### config.mk
export PLATFORM = sky130hd
export DESIGN_NAME = sram_port_arbiter
export DESIGN_NICKNAME = d
export VERILOG_FILES = /design/src/rtl/sram_arb_pkg.sv /design/src/rtl/sram_port_arbiter.sv
export SDC_FILE = /design/constraint.sdc
export NUM_CORES = 1
export LEC_CHECK = 0
export BUFFER_PORTS_ARGS = -buffer_cell sky130_fd_sc_hd__buf_2
export CAP_MARGIN = 10
export CORE_MARGIN = 5
export CORE_UTILIZATION = 46
export DETAILED_ROUTE_END_ITERATION = 7
export PLACE_DENSITY = 0.76
export SYNTH_ARGS = -nofsm -noshare
export SYNTH_HDL_FRONTEND = slang
export SYNTH_SLANG_ARGS = --single-unit
### constraint.sdc
create_clock -name i_clk -period 2.05 [get_ports i_clk]
set_input_delay 0.41 -clock i_clk [delete_from_list [all_inputs] [get_ports i_clk]]
set_output_delay 0.41 -clock i_clk [all_outputs]
set_load 0.05 [all_outputs]
### src/rtl/sram_arb_pkg.sv
// Shared types for the SRAM port arbiter: FSM states, grant owner and a small sizing helper.
package sram_arb_pkg;

   typedef enum logic [1:0] {
      S_IDLE,
      S_WRITE,
      S_READ,
      S_RD_ZERO
   } arb_state_e;

   typedef enum logic {
      G_WR,
      G_RD
   } grant_e;

   function automatic int unsigned max_u(input int unsigned a, input int unsigned b);
      return (a > b) ? a : b;
   endfunction

endpackage

### src/rtl/sram_port_arbiter.sv
// Round-robin arbiter sharing one external SRAM between a write requester and a read requester,
// with programmable access wait cycles and a recorded-length (high-water mark) tracker.
module sram_port_arbiter
   import sram_arb_pkg::*;
#(
   parameter int unsigned ADDR_W = 20,
   parameter int unsigned DATA_W = 16,
   parameter int unsigned WR_CYC = 2,
   parameter int unsigned RD_CYC = 2
) (
   input  logic              i_clk,
   input  logic              i_rst,
   input  logic              i_clear,
   input  logic              i_wr_req,
   input  logic [ADDR_W-1:0] i_wr_addr,
   input  logic [DATA_W-1:0] i_wr_data,
   output logic              o_wr_ack,
   input  logic              i_rd_req,
   input  logic [ADDR_W-1:0] i_rd_addr,
   output logic [DATA_W-1:0] o_rd_data,
   output logic              o_rd_valid,
   output logic [ADDR_W:0]   o_rec_len,
   output logic [ADDR_W-1:0] o_sram_addr,
   output logic [DATA_W-1:0] o_sram_dq,
   output logic              o_sram_dq_oe,
   input  logic [DATA_W-1:0] i_sram_dq,
   output logic              o_sram_we_n,
   output logic              o_sram_oe_n
);

   localparam int unsigned LenW = ADDR_W + 1;
   localparam int unsigned CntW = $clog2(max_u(WR_CYC, RD_CYC) + 1);
   localparam logic [CntW-1:0] WrLast = CntW'(WR_CYC - 1);
   localparam logic [CntW-1:0] WrDone = CntW'(WR_CYC);
   localparam logic [CntW-1:0] RdLast = CntW'(RD_CYC - 1);

   arb_state_e        state_q;
   grant_e            last_grant_q;
   logic [CntW-1:0]   cnt_q;
   logic              wr_ack_q;
   logic              rd_valid_q;
   logic [DATA_W-1:0] rd_data_q;
   logic [LenW-1:0]   rec_len_q;
   logic [LenW-1:0]   rec_len_d;
   logic [ADDR_W-1:0] addr_q;
   logic [DATA_W-1:0] dq_q;
   logic              dq_oe_q;
   logic              we_n_q;
   logic              oe_n_q;

   logic wr_elig;
   logic rd_elig;
   logic grant_wr;
   logic grant_rd;
   logic rd_beyond;
   logic commit;

   always_comb begin
      wr_elig   = i_wr_req;
      // The reader still holds its request during the valid pulse; that is not a new request.
      rd_elig   = i_rd_req && !rd_valid_q;
      grant_wr  = wr_elig && (!rd_elig || (last_grant_q == G_RD));
      grant_rd  = rd_elig && !grant_wr;
      rd_beyond = ({1'b0, i_rd_addr} >= rec_len_q);
      commit    = (state_q == S_WRITE) && wr_ack_q;
   end

   always_comb begin
      rec_len_d = rec_len_q;
      if (i_clear) begin
         rec_len_d = '0;
      end else if (commit && ({1'b0, addr_q} >= rec_len_q)) begin
         rec_len_d = {1'b0, addr_q} + LenW'(1);
      end
   end

   always_ff @(posedge i_clk) begin
      if (i_rst) begin
         state_q      <= S_IDLE;
         last_grant_q <= G_RD;
         cnt_q        <= '0;
         wr_ack_q     <= 1'b0;
         rd_valid_q   <= 1'b0;
         rd_data_q    <= '0;
         rec_len_q    <= '0;
         addr_q       <= '0;
         dq_q         <= '0;
         dq_oe_q      <= 1'b0;
         we_n_q       <= 1'b1;
         oe_n_q       <= 1'b1;
      end else begin
         wr_ack_q   <= 1'b0;
         rd_valid_q <= 1'b0;
         rec_len_q  <= rec_len_d;
         unique case (state_q)
            S_IDLE: begin
               if (grant_wr) begin
                  state_q      <= S_WRITE;
                  last_grant_q <= G_WR;
                  addr_q       <= i_wr_addr;
                  dq_q         <= i_wr_data;
                  dq_oe_q      <= 1'b1;
                  we_n_q       <= 1'b0;
                  cnt_q        <= '0;
               end else if (grant_rd) begin
                  last_grant_q <= G_RD;
                  cnt_q        <= '0;
                  if (rd_beyond) begin
                     state_q <= S_RD_ZERO;
                  end else begin
                     state_q <= S_READ;
                     addr_q  <= i_rd_addr;
                     oe_n_q  <= 1'b0;
                  end
               end
            end
            S_WRITE: begin
               // Address and data stay driven for one cycle after WE_N rises.
               if (cnt_q == WrDone) begin
                  state_q <= S_IDLE;
                  dq_oe_q <= 1'b0;
               end else begin
                  if (cnt_q == WrLast) begin
                     we_n_q   <= 1'b1;
                     wr_ack_q <= 1'b1;
                  end
                  cnt_q <= cnt_q + CntW'(1);
               end
            end
            S_READ: begin
               if (cnt_q == RdLast) begin
                  state_q    <= S_IDLE;
                  oe_n_q     <= 1'b1;
                  rd_data_q  <= i_sram_dq;
                  rd_valid_q <= 1'b1;
               end else begin
                  cnt_q <= cnt_q + CntW'(1);
               end
            end
            S_RD_ZERO: begin
               state_q    <= S_IDLE;
               rd_data_q  <= '0;
               rd_valid_q <= 1'b1;
            end
            default: state_q <= S_IDLE;
         endcase
      end
   end

   assign o_wr_ack     = wr_ack_q;
   assign o_rd_valid   = rd_valid_q;
   assign o_rd_data    = rd_data_q;
   assign o_rec_len    = rec_len_q;
   assign o_sram_addr  = addr_q;
   assign o_sram_dq    = dq_q;
   assign o_sram_dq_oe = dq_oe_q;
   assign o_sram_we_n  = we_n_q;
   assign o_sram_oe_n  = oe_n_q;

endmodule

Yosys cells after proc, flatten, opt, wreduce, memory -nomap -nowiden. Cells that the tools add are included.

Flip-flop bits (word level): 83. Bits of input ports: 77. Output and inout port bits: 78. Word-level logic and storage cells: 90.

Add/sub/neg operators: 2. $lt $le $gt $ge: 2. Equality and inequality tests: 16. Multiplexer cells: 31. Bitwise logic cells: 1. Reduce and logical (&&, ||, !) cells: 26.

Operators by type and width (number): $mux 20 (3); $ge 20x21->1 (2); $pmux 16 s2 (1); $add 20x1->21 const B (1); $mux 16 (1); $mux 2 (8); $ne 2x2->1 const B (8); $mux 1 (12); $reduce_and 3->1 (3); $pmux 1 s2 (4); $pmux 2 s4 (1); $reduce_and 4->1 (2); $reduce_bool 2->1 (4); $eq 2x2->1 const B (3); $pmux 2 s3 (1); $reduce_and 2->1 (3); $logic_and 1x1->1 (5); $reduce_and 5->1 (1); $eq 2x1->1 const B (2); $ne 2x1->1 const B (2); $logic_not 1->1 (3); $ne 3x3->1 const B (1); $reduce_bool 3->1 (1); $reduce_or 3->1 (1); 5 further kinds (5).

Longest topological paths before layout. Gate-level depths: netlist of run 1.

Depth after elaboration: 10. Mapped depth: 10. Gate-level depth less buffers: 8.

Worst setup path before layout of run 1. Ideal clock, no wire load.

Path kind: flip-flop to flip-flop. From: reg rec_len_q[18], in the netlist o_rec_len[18]. To: reg rec_len_q[10], in the netlist o_rec_len[10]. Setup time: 0.134 ns. Data arrival time: 2.337 ns. Slack: -0.421 ns. Cell stages (with the launch flop): 11. Path buffers: 2. Period minus slack after synthesis: 2.471 ns. Cell sequence: dfxtp_1 inv_1 ha_1 nand4b_4 nor4_2 o2bb2ai_1 a21oi_1 buf_2 buf_2 a211oi_1 a211oi_1.

Word-level cells in the longest chain between the ends: 2.

Ends and longest elaborated chain: start: declaration (line sram_port_arbiter.sv:43) `logic [LenW-1:0] rec_len_q;`; start signal: assignment (line sram_port_arbiter.sv:94) `rec_len_q <= rec_len_d;`; $ge 20x21->1 (line sram_port_arbiter.sv:72) `end else if (commit && ({1'b0, addr_q} >= rec_len_q)) begin`; $logic_and 1x1->1 (line sram_port_arbiter.sv:72).

No other way between the ends. A chain may end at the register's enable or synchronous reset.

Worst setup path in the final report of run 1.
From: reg rec_len_q[19], in the netlist o_rec_len[19]. To: reg rec_len_q[18], in the netlist o_rec_len[18].

Same word-level chain as after synthesis.

==> flow_metrics.env, run 1 <==
export IMPL_cts_made_buffers=9
export IMPL_finalNonFillerCells=925
export IMPL_max_vdd_ir_drop_v=0.000610
export IMPL_dpl_hpwl_um=11700
export IMPL_rsz0062_at_grt="true"
export IMPL_synthCells=569
export IMPL_vias=5316
export IMPL_ant_nets=0
export IMPL_dp_slack_ns=-0.280
export IMPL_min_from="i_wr_data[1]"
export IMPL_status="complete, but fails checks"
export IMPL_slew_headroom_pct=59.0
export IMPL_r2r_start="o_rec_len[19]"
export IMPL_postSynthAreaPerCell_um2=8.34
export IMPL_postPlaceCellArea_um2=6420
export IMPL_path_cells="inv_4 -> ha_4 -> nand4b_4 -> nor4_2 -> buf_4 -> o2111ai_4 -> buf_6 -> buf_6 -> buf_6 -> a211oi_4 -> a211oi_2"
export IMPL_cp_max_fo=4
export IMPL_clock_tree_buffer_depth=2
export IMPL_power_leakage_nw=3.13
export IMPL_synthArstFlopShare_pct=0
export IMPL_finalSetupViolCount=43
export IMPL_grt_max_degree=55
export IMPL_fmax_mhz=426
export IMPL_worstRegToRegCells=11
export IMPL_holdPathStages=3
export IMPL_seq_area_um2=1760
export IMPL_cts_tree="done"
export IMPL_violations="negative setup slack"
export IMPL_cp_num_cells=11
export IMPL_fp_dieArea_um2=12500
export IMPL_syn_nets=694
export IMPL_yosysTopAreaCell="dfxtp_1"
export IMPL_dieHeight_um=112
export IMPL_std_cell_rows=37
export IMPL_r2r_end="o_rec_len[18]"
export IMPL_ff2ff_setup_slack_ns=-0.30
export IMPL_routed_via_density=5.75
export IMPL_avgRoutedWirePerCell_um=19.3
export IMPL_multi_input_area_um2=3540
export IMPL_power_total_mw=7.95
export IMPL_ys_seq_elements=83
export IMPL_diodes=0
export IMPL_crit_buf_inv=5
export IMPL_cap_viol_max_count=0
export IMPL_yosys_top_cells_area="dfxtp_1, ha_1, a211oi_1"
export IMPL_cpPeakStageDelay_ns=0.37
export IMPL_place_port_buffers=154
export IMPL_timing_critical_path_max_delay_family="buffers and inverters"
export IMPL_final_nets=909
export IMPL_crit_path_top_delay_cell="dfxtp_4"
export IMPL_clk_pin_slew_ns=0.09
export IMPL_critPathKind="register to register"
export IMPL_cts_max_level=3
export IMPL_fin_crit_ns=2.35
export IMPL_finalCritPeriodShare_pct=114
export IMPL_grt_pass1_wl_um=26700
export IMPL_insertion_delay_ns=0.36
export IMPL_worstHoldPathType="primary input to register"
export IMPL_final_max_slew_viol_count=0
export IMPL_area_delta_synth_final_pct=55.6
export IMPL_synth_common_cells="dfxtp_1, nand2_1, a211oi_1, nor2_1, ha_1"
export IMPL_tightest_slew_ns=0.615
export IMPL_final_cell_area_um2=7380
export IMPL_syn_area_um2=4750
export IMPL_ctsHoldBuffers=0
export IMPL_antenna_found_initial=0
export IMPL_clock_root_buffer="clkbuf_8"
export IMPL_synth_top_area_share_pct=35.0
export IMPL_setup_slack_ns=-0.296
export IMPL_ioPinCount=155
export IMPL_yosysWarnings=0
export IMPL_cp_required_ns=2.26
export IMPL_place_inst=893
export IMPL_drc_errors=0
export IMPL_cp_arrival_ns=2.55
export IMPL_clock_sinks=83
export IMPL_grt_ovfl_total=0
export IMPL_powerDensity_nw_per_um2=1080
export IMPL_drive_gt1_share_pct=51.7
export IMPL_gp_congestion=0.975
export IMPL_fillers=696
export IMPL_ys_seq_area_share_pct=35.0
export IMPL_cp_start_kind="register"
export IMPL_yosysUniqueCellTypes=50
export IMPL_ys_flop_type="dfxtp_1"
export IMPL_start_util_pct=46.6
export IMPL_die_w_um=112
export IMPL_grt_usage_pct=26.0
export IMPL_drt_iter0_markers=333
export IMPL_hold_viol=0
export IMPL_synth_most_common_cell="dfxtp_1"
export IMPL_setup_worst_path_end_class="register"
export IMPL_first_pass_iters=8
export IMPL_finClkSkew_ns=0.0122
export IMPL_grt_pass1_vias=5509
export IMPL_core_um2=10200
export IMPL_critical_path_most_common_cell="buf_6"
export IMPL_routed_wl_um=17800
export IMPL_synth_edf_count=0
export IMPL_min_to="o_sram_dq[1]"
-- through the flow --
step,hold WS [ns],util (%),TNS (ns)
detailed placement,0.449,63.0,-5.74
floorplan,0.449,-,-0.396
finish,0.282,72.5,-8.18
global route,0.260,72.5,-10.73
CTS,0.273,69.8,-3.78
global placement,0.440,63.0,-4.35
-- worst reg2reg max path: stages, from the launching register on --
cell and delay [ns]:
dfxtp_4 0.37, inv_4 0.05, ha_4 0.29, nand4b_4 0.13, nor4_2 0.27, buf_4 0.18, o2111ai_4 0.15, buf_6 0.17
buf_6 0.13, buf_6 0.12, a211oi_4 0.26, a211oi_2 0.07
-- registers in the layout, summed over array words and instances (netlist names) --
register      cells
cnt_q             2
last_grant_q      1
o_rd_data        16
o_rd_valid        1
o_rec_len        21
o_sram_addr      20
o_sram_dq        16
o_sram_dq_oe      1
o_sram_oe_n       1
o_sram_we_n       1
o_wr_ack          1
state_q           2
-- where the power goes --
part           leakage (nW)  internal [mW]  switching (mW)
combinational          2.32           1.65            2.96
clock                 0.104          0.604           0.631
sequential            0.700           1.87           0.225
-- what timing repair did --
| action | in CTS | in global routing |
|---|---|---|
| setup endpoints to repair | 43 | 43 |
| setup buffers | 8 | 5 |
| pin swaps | 45 | 15 |
| cloned | 3 | 1 |
| resized for setup | 71 | 56 |
-- cells by family (layout without fill, tap and decap cells) --
kind of cell,count (synthesis),in the layout,share of synthesized area [%]
and+or+nand+nor,176,176,17.5
AOI/OAI and AO/OA,153,153,21.3
DFF,83,83,35.0
buffers and inverters,70,290,5.80
adders and majority gates,48,48,12.7
muxes,21,21,4.43
xor gates and xnor gates,18,18,3.32
-- worst max-delay path by stage --
| stage | from | to | slack [ns] |
|---|---|---|---|
| after floorplan | o_rec_len[1] | o_sram_oe_n | -0.04 |
| after global placement | i_rd_addr[0] | o_sram_oe_n | -0.23 |
| after detailed placement | i_rd_addr[0] | o_sram_oe_n | -0.28 |
| after CTS | o_rec_len[19] | o_sram_addr[15] | -0.16 |
| after global routing | o_rec_len[19] | o_rec_len[18] | -0.34 |
| final | o_rec_len[19] | o_rec_len[18] | -0.30 |
-- final cells by class --
cell class,count,share of cell area [%]
clock buffer,11,1.91
clock inverter,5,0.813
inverter,39,2.25
tap,136,2.30
timing repair buffer,235,20.9
sequential,83,23.9
multi-input combinational,416,47.9
-- placed cells by master (no fill, tap or decap), types with 6 or more instances in the layout --
master,count
inv_2,6
a22oi_1,7
nand3_1,9
buf_6,14
clkbuf_8,10
dfxtp_1,45
a211oi_2,42
a211oi_4,10
o21ai_0,13
dfxtp_4,21
a21oi_1,41
mux2i_1,21
a211oi_1,7
nand2_1,72
nor2_1,38
inv_4,8
dfxtp_2,17
nand4_1,7
ha_4,15
nor2_2,6
nor2_4,7
buf_4,58
buf_2,154
inv_1,26
ha_1,33
nor3_1,9
xnor2_1,13
-- per-layer routing --
| layer | track usage (%) | part of all wire, % | vias up |
|---|---|---|---|
| met5 | 0 | 0 | - |
| met4 | 9.81 | 3.4 | 0 |
| met3 | 6.03 | 8.1 | 60 |
| met2 | 46.7 | 51 | 279 |
| met1 | 29.8 | 38 | 2526 |
| li1 | - | - | 2451 |
(Power assumes the default switching activity.)
==> inputs of run 2 (changes only) <==
- CELL_PAD_IN_SITES_DETAIL_PLACEMENT: default -> 1
- CELL_PAD_IN_SITES_GLOBAL_PLACEMENT: default -> 1
- CORE_UTILIZATION: 46 -> 33
- PLACE_DENSITY: 0.76 -> default
- PLACE_DENSITY_LB_ADDON: default -> 0.1
==> flow_metrics.env, run 2 (synthesis results as in run 1) <==
export IMPL_status="complete, but fails checks"
export IMPL_violations="negative setup slack"
export IMPL_finClkSkew_ns=0.00597
export IMPL_grt_pass1_wl_um=28500
export IMPL_core_um2=14000
export IMPL_cts_max_level=3
export IMPL_cts_made_buffers=9
export IMPL_cp_required_ns=2.33
export IMPL_final_max_slew_viol_count=0
export IMPL_insertion_delay_ns=0.35
export IMPL_drive_gt1_share_pct=51.4
export IMPL_place_port_buffers=154
export IMPL_gp_congestion=0.857
export IMPL_start_util_pct=33.9
export IMPL_power_total_mw=8.93
export IMPL_tightest_slew_ns=0.631
export IMPL_worstHoldPathType="primary input to register"
export IMPL_power_leakage_nw=3.23
export IMPL_cts_tree="done"
export IMPL_ioPinCount=155
export IMPL_drt_iter0_markers=214
export IMPL_dieHeight_um=130
export IMPL_vias=5180
export IMPL_grt_usage_pct=21.7
export IMPL_final_nets=915
export IMPL_routed_via_density=5.31
export IMPL_cp_max_fo=5
export IMPL_die_w_um=130
export IMPL_fmax_mhz=411
export IMPL_grt_ovfl_total=0
export IMPL_max_vdd_ir_drop_v=0.000633
export IMPL_rsz0062_at_grt="true"
export IMPL_cp_start_kind="register"
export IMPL_powerDensity_nw_per_um2=1170
export IMPL_std_cell_rows=43
export IMPL_critPathKind="register to register"
export IMPL_avgRoutedWirePerCell_um=19.9
export IMPL_antenna_found_initial=0
export IMPL_slew_headroom_pct=57.6
export IMPL_cp_arrival_ns=2.71
export IMPL_layout_commonest_cell="buf_2"
export IMPL_finalCritPeriodShare_pct=119
export IMPL_grt_pass1_vias=5413
export IMPL_area_delta_synth_final_pct=60.8
export IMPL_clock_tree_buffer_depth=2
export IMPL_largest_reg_flops=21
export IMPL_routed_wl_um=19400
export IMPL_ctsHoldBuffers=0
export IMPL_final_cell_mix="buf_2, nand2_1, buf_4, dfxtp_1"
export IMPL_clock_sinks=83
export IMPL_clock_root_buffer="clkbuf_16"
export IMPL_cap_viol_max_count=0
export IMPL_dpl_hpwl_um=13500
export IMPL_grt_max_degree=36
export IMPL_hold_viol=0
export IMPL_setup_worst_path_end_class="register"
export IMPL_finalSetupViolCount=43
export IMPL_first_pass_iters=4
export IMPL_fin_setup_tns_ns=-9.75
export IMPL_drc_errors=0
export IMPL_fin_crit_ns=2.43
export IMPL_setup_slack_ns=-0.381
export IMPL_clk_pin_slew_ns=0.06
export IMPL_fp_dieArea_um2=16900
export IMPL_ant_nets=0
export IMPL_diodes=0
run 2: area by class of cell:
type                       count  area, um2
clock inverter                 2       35.0
inverter                      39        165
sequential                    83       1760
clock buffer                  14        317
tap                          180        225
multi-input combinational    416       3520
timing repair buffer         241       1610
fill                        1631       6360
run 2: metal layers:
layer,global-route usage [%],wire length [um],vias up
met4,6.78,348,0
met1,25.6,7790,2557
li1,-,-,2464
met2,38.8,10400,135
met3,5.20,851,24
met5,0,0,-
run 2: report_power, final:
part	switching [mW]	internal, mW
registers	0.221	1.87
clock network	0.656	1.19
logic	3.06	1.93
total	3.94	4.99
run 2: repair_timing:
action,CTS,global route
cloned,3,4
resized for setup,60,59
endpoints found under the hold margin,0,0
buffers inserted,6,10
setup endpoints to repair,43,45
pin swaps,30,28
run 2: worst paths after layout:
kind | from | endpoint | slack [ns] | depth (start not counted)
worst min-delay path | i_wr_data[12] | o_sram_dq[12] | 0.30 | 3
worst min register to register | o_sram_dq[10] | o_sram_dq[10] | 0.45 | 2
worst max register to register | o_rec_len[10] | o_rec_len[20] | -0.38 | 11
worst max-delay path | o_rec_len[10] | o_rec_len[20] | -0.38 | 11
run 2: through the flow:
step                instances  area, um2  utilization [%]  setup slack [ns]  hold WS, ns
detailed placement        938       6460             46.2            -0.378        0.445
finish                    975       7630             54.6            -0.381        0.297
floorplan                 569       5070                -           -0.0372        0.449
global placement          938       6460             46.2            -0.250        0.439
CTS                       963       7260             51.9            -0.229        0.282
global route              975       7630             54.6            -0.439        0.288
run 2: critical path: stages, from the launching register on:
cell and delay [ns]:
dfxtp_4 0.35, inv_1 0.08, ha_1 0.34, nand2_2 0.10, nor4_4 0.31, buf_4 0.19, o2bb2ai_4 0.12, a21oi_4 0.06
buf_6 0.14, buf_8 0.13, a2111oi_4 0.36, o21a_1 0.18
==> inputs of run 3 (changes only) <==
--- a/config.mk
+++ b/config.mk
@@ -11,7 +11,8 @@
 export CELL_PAD_IN_SITES_GLOBAL_PLACEMENT = 1
 export CORE_MARGIN = 5
-export CORE_UTILIZATION = 33
+export CORE_UTILIZATION = 37
 export DETAILED_ROUTE_END_ITERATION = 7
 export PLACE_DENSITY_LB_ADDON = 0.1
+export SKIP_CTS_REPAIR_TIMING = 1
 export SYNTH_ARGS = -nofsm -noshare
 export SYNTH_HDL_FRONTEND = slang
==> constraint.sdc (replaced) <==
create_clock -name i_clk -period 2.3 [get_ports i_clk]
set_input_delay 0.46 -clock i_clk [delete_from_list [all_inputs] [get_ports i_clk]]
set_output_delay 0.46 -clock i_clk [all_outputs]
set_load 0.01 [all_outputs]
==> flow_metrics.env, run 3 (synthesis results as in run 1) <==
export IMPL_cp_max_fo=7
export IMPL_r2r_start="o_rec_len[16]"
export IMPL_fin_util_pct=53.3
export IMPL_tightest_slew_ns=0.618
export IMPL_core_um2=12600
export IMPL_final_cell_mix="buf_2, dfxtp_1, nand2_1, nor2_1, buf_4"
export IMPL_dieHeight_um=123
export IMPL_r2r_end="o_sram_addr[10]"
export IMPL_clock_tree_buffer_depth=2
export IMPL_start_util_pct=37.6
export IMPL_hold_viol=0
export IMPL_first_pass_iters=4
export IMPL_die_w_um=123
export IMPL_max_vdd_ir_drop_v=0.000365
export IMPL_area_delta_synth_final_pct=41.7
export IMPL_final_max_slew_viol_count=0
export IMPL_cts_made_buffers=9
export IMPL_grt_pass1_wl_um=25300
export IMPL_ff2ff_setup_slack_ns=-0.08
export IMPL_min_to="o_sram_dq[3]"
export IMPL_power_total_mw=6.22
export IMPL_rsz0062_at_grt="true"
export IMPL_hold_slack_ns=0.352
export IMPL_clock_sinks=83
export IMPL_setup_slack_ns=-0.0848
export IMPL_cp_start_kind="register"
export IMPL_cp_arrival_ns=2.65
export IMPL_avgRoutedWirePerCell_um=17.8
export IMPL_vias=4960
export IMPL_insertion_delay_ns=0.34
export IMPL_ant_nets=0
export IMPL_routed_via_density=5.28
export IMPL_place_port_buffers=154
export IMPL_fmax_mhz=419
export IMPL_grt_ovfl_total=0
export IMPL_violations="negative setup slack"
export IMPL_dp_slack_ns=-0.159
export IMPL_postPlaceCellArea_um2=6010
export IMPL_layout_commonest_cell="buf_2"
export IMPL_fp_dieArea_um2=15200
export IMPL_place_inst=913
export IMPL_drt_iter0_markers=212
export IMPL_powerDensity_nw_per_um2=925
export IMPL_min_from="i_wr_data[3]"
export IMPL_drive_gt1_share_pct=38.4
export IMPL_finClkSkew_ns=0.00548
export IMPL_ioPinCount=155
export IMPL_status="complete, but fails checks"
export IMPL_finalNonFillerCells=940
export IMPL_grt_usage_pct=21.1
export IMPL_finalSetupViolCount=15
export IMPL_setup_worst_path_end_class="register"
export IMPL_dpl_hpwl_um=12200
export IMPL_holdPathStages=3
export IMPL_cp_required_ns=2.56
export IMPL_grt_pass1_vias=5194
export IMPL_largest_reg_flops=21
export IMPL_worstHoldPathType="primary input to register"
export IMPL_cap_viol_max_count=0
export IMPL_worstRegToRegCells=11
export IMPL_slew_headroom_pct=58.7
export IMPL_finalCritPeriodShare_pct=104
export IMPL_final_cell_area_um2=6730
export IMPL_std_cell_rows=41
export IMPL_grt_max_degree=30
export IMPL_cts_tree="done"
export IMPL_cts_max_level=3
export IMPL_final_nets=888
export IMPL_diodes=0
export IMPL_fillers=1554
export IMPL_clk_pin_slew_ns=0.06
export IMPL_routed_wl_um=16800
export IMPL_power_leakage_nw=2.95
export IMPL_clock_root_buffer="clkbuf_16"
export IMPL_drc_errors=0
export IMPL_fin_crit_ns=2.38
export IMPL_critPathKind="register to register"
export IMPL_antenna_found_initial=0
export IMPL_fin_setup_tns_ns=-0.506
export IMPL_gp_congestion=0.777
[run 3: changes by cell type in the layout (fill, tap and decap cells not counted), sizes merged]
cell,previous run,this run
clkinv,1,3
inv,38,40
buf,240,212
clkbuf,15,12
[run 3: routing by layer]
metal	track usage (%)	up-vias	part of all wire, %
met5	0	-	0
met4	7.54	0	2.0
li1	-	2409	-
met3	3.75	23	4.2
met2	37.8	97	52
met1	25.1	2431	42
[run 3: critical path: stages, from the launching register on]
cell	delay, ns
dfxtp_2	0.34
inv_2	0.05
buf_6	0.12
ha_4	0.27
nand4_1	0.17
buf_4	0.20
nor4_4	0.27
and3_4	0.25
o31ai_4	0.09
buf_6	0.16
clkbuf_16	0.16
a211oi_2	0.22
[run 3: final cells by class]
cell class                 instances  area, um2  area share, %
multi-input combinational        416       3120           46.4
sequential                        83       1670           24.8
timing repair buffer             214       1280           19.1
clock buffer                      10        229           3.40
tap                              172        215           3.20
inverter                          39        146           2.18
clock inverter                     6       65.1          0.967
[run 3: worst max path at each step]
stage / slack, ns / start / to
floorplan: 0.14 / i_rd_addr[3] / o_sram_oe_n
global placement: -0.1 / i_rd_addr[6] / o_sram_oe_n
detailed placement: -0.16 / i_rd_addr[3] / o_sram_oe_n
CTS: -0.11 / o_rec_len[19] / o_sram_addr[6]
global route: -0.16 / o_rec_len[16] / o_sram_addr[10]
finish: -0.08 / o_rec_len[16] / o_sram_addr[10]
[run 3: report_power, final]
part	total, mW	switching, mW	internal [mW]	leakage (nW)
sequential	1.84	0.173	1.67	0.680
clock	1.47	0.626	0.844	0.143
combinational	2.91	1.69	1.21	2.12
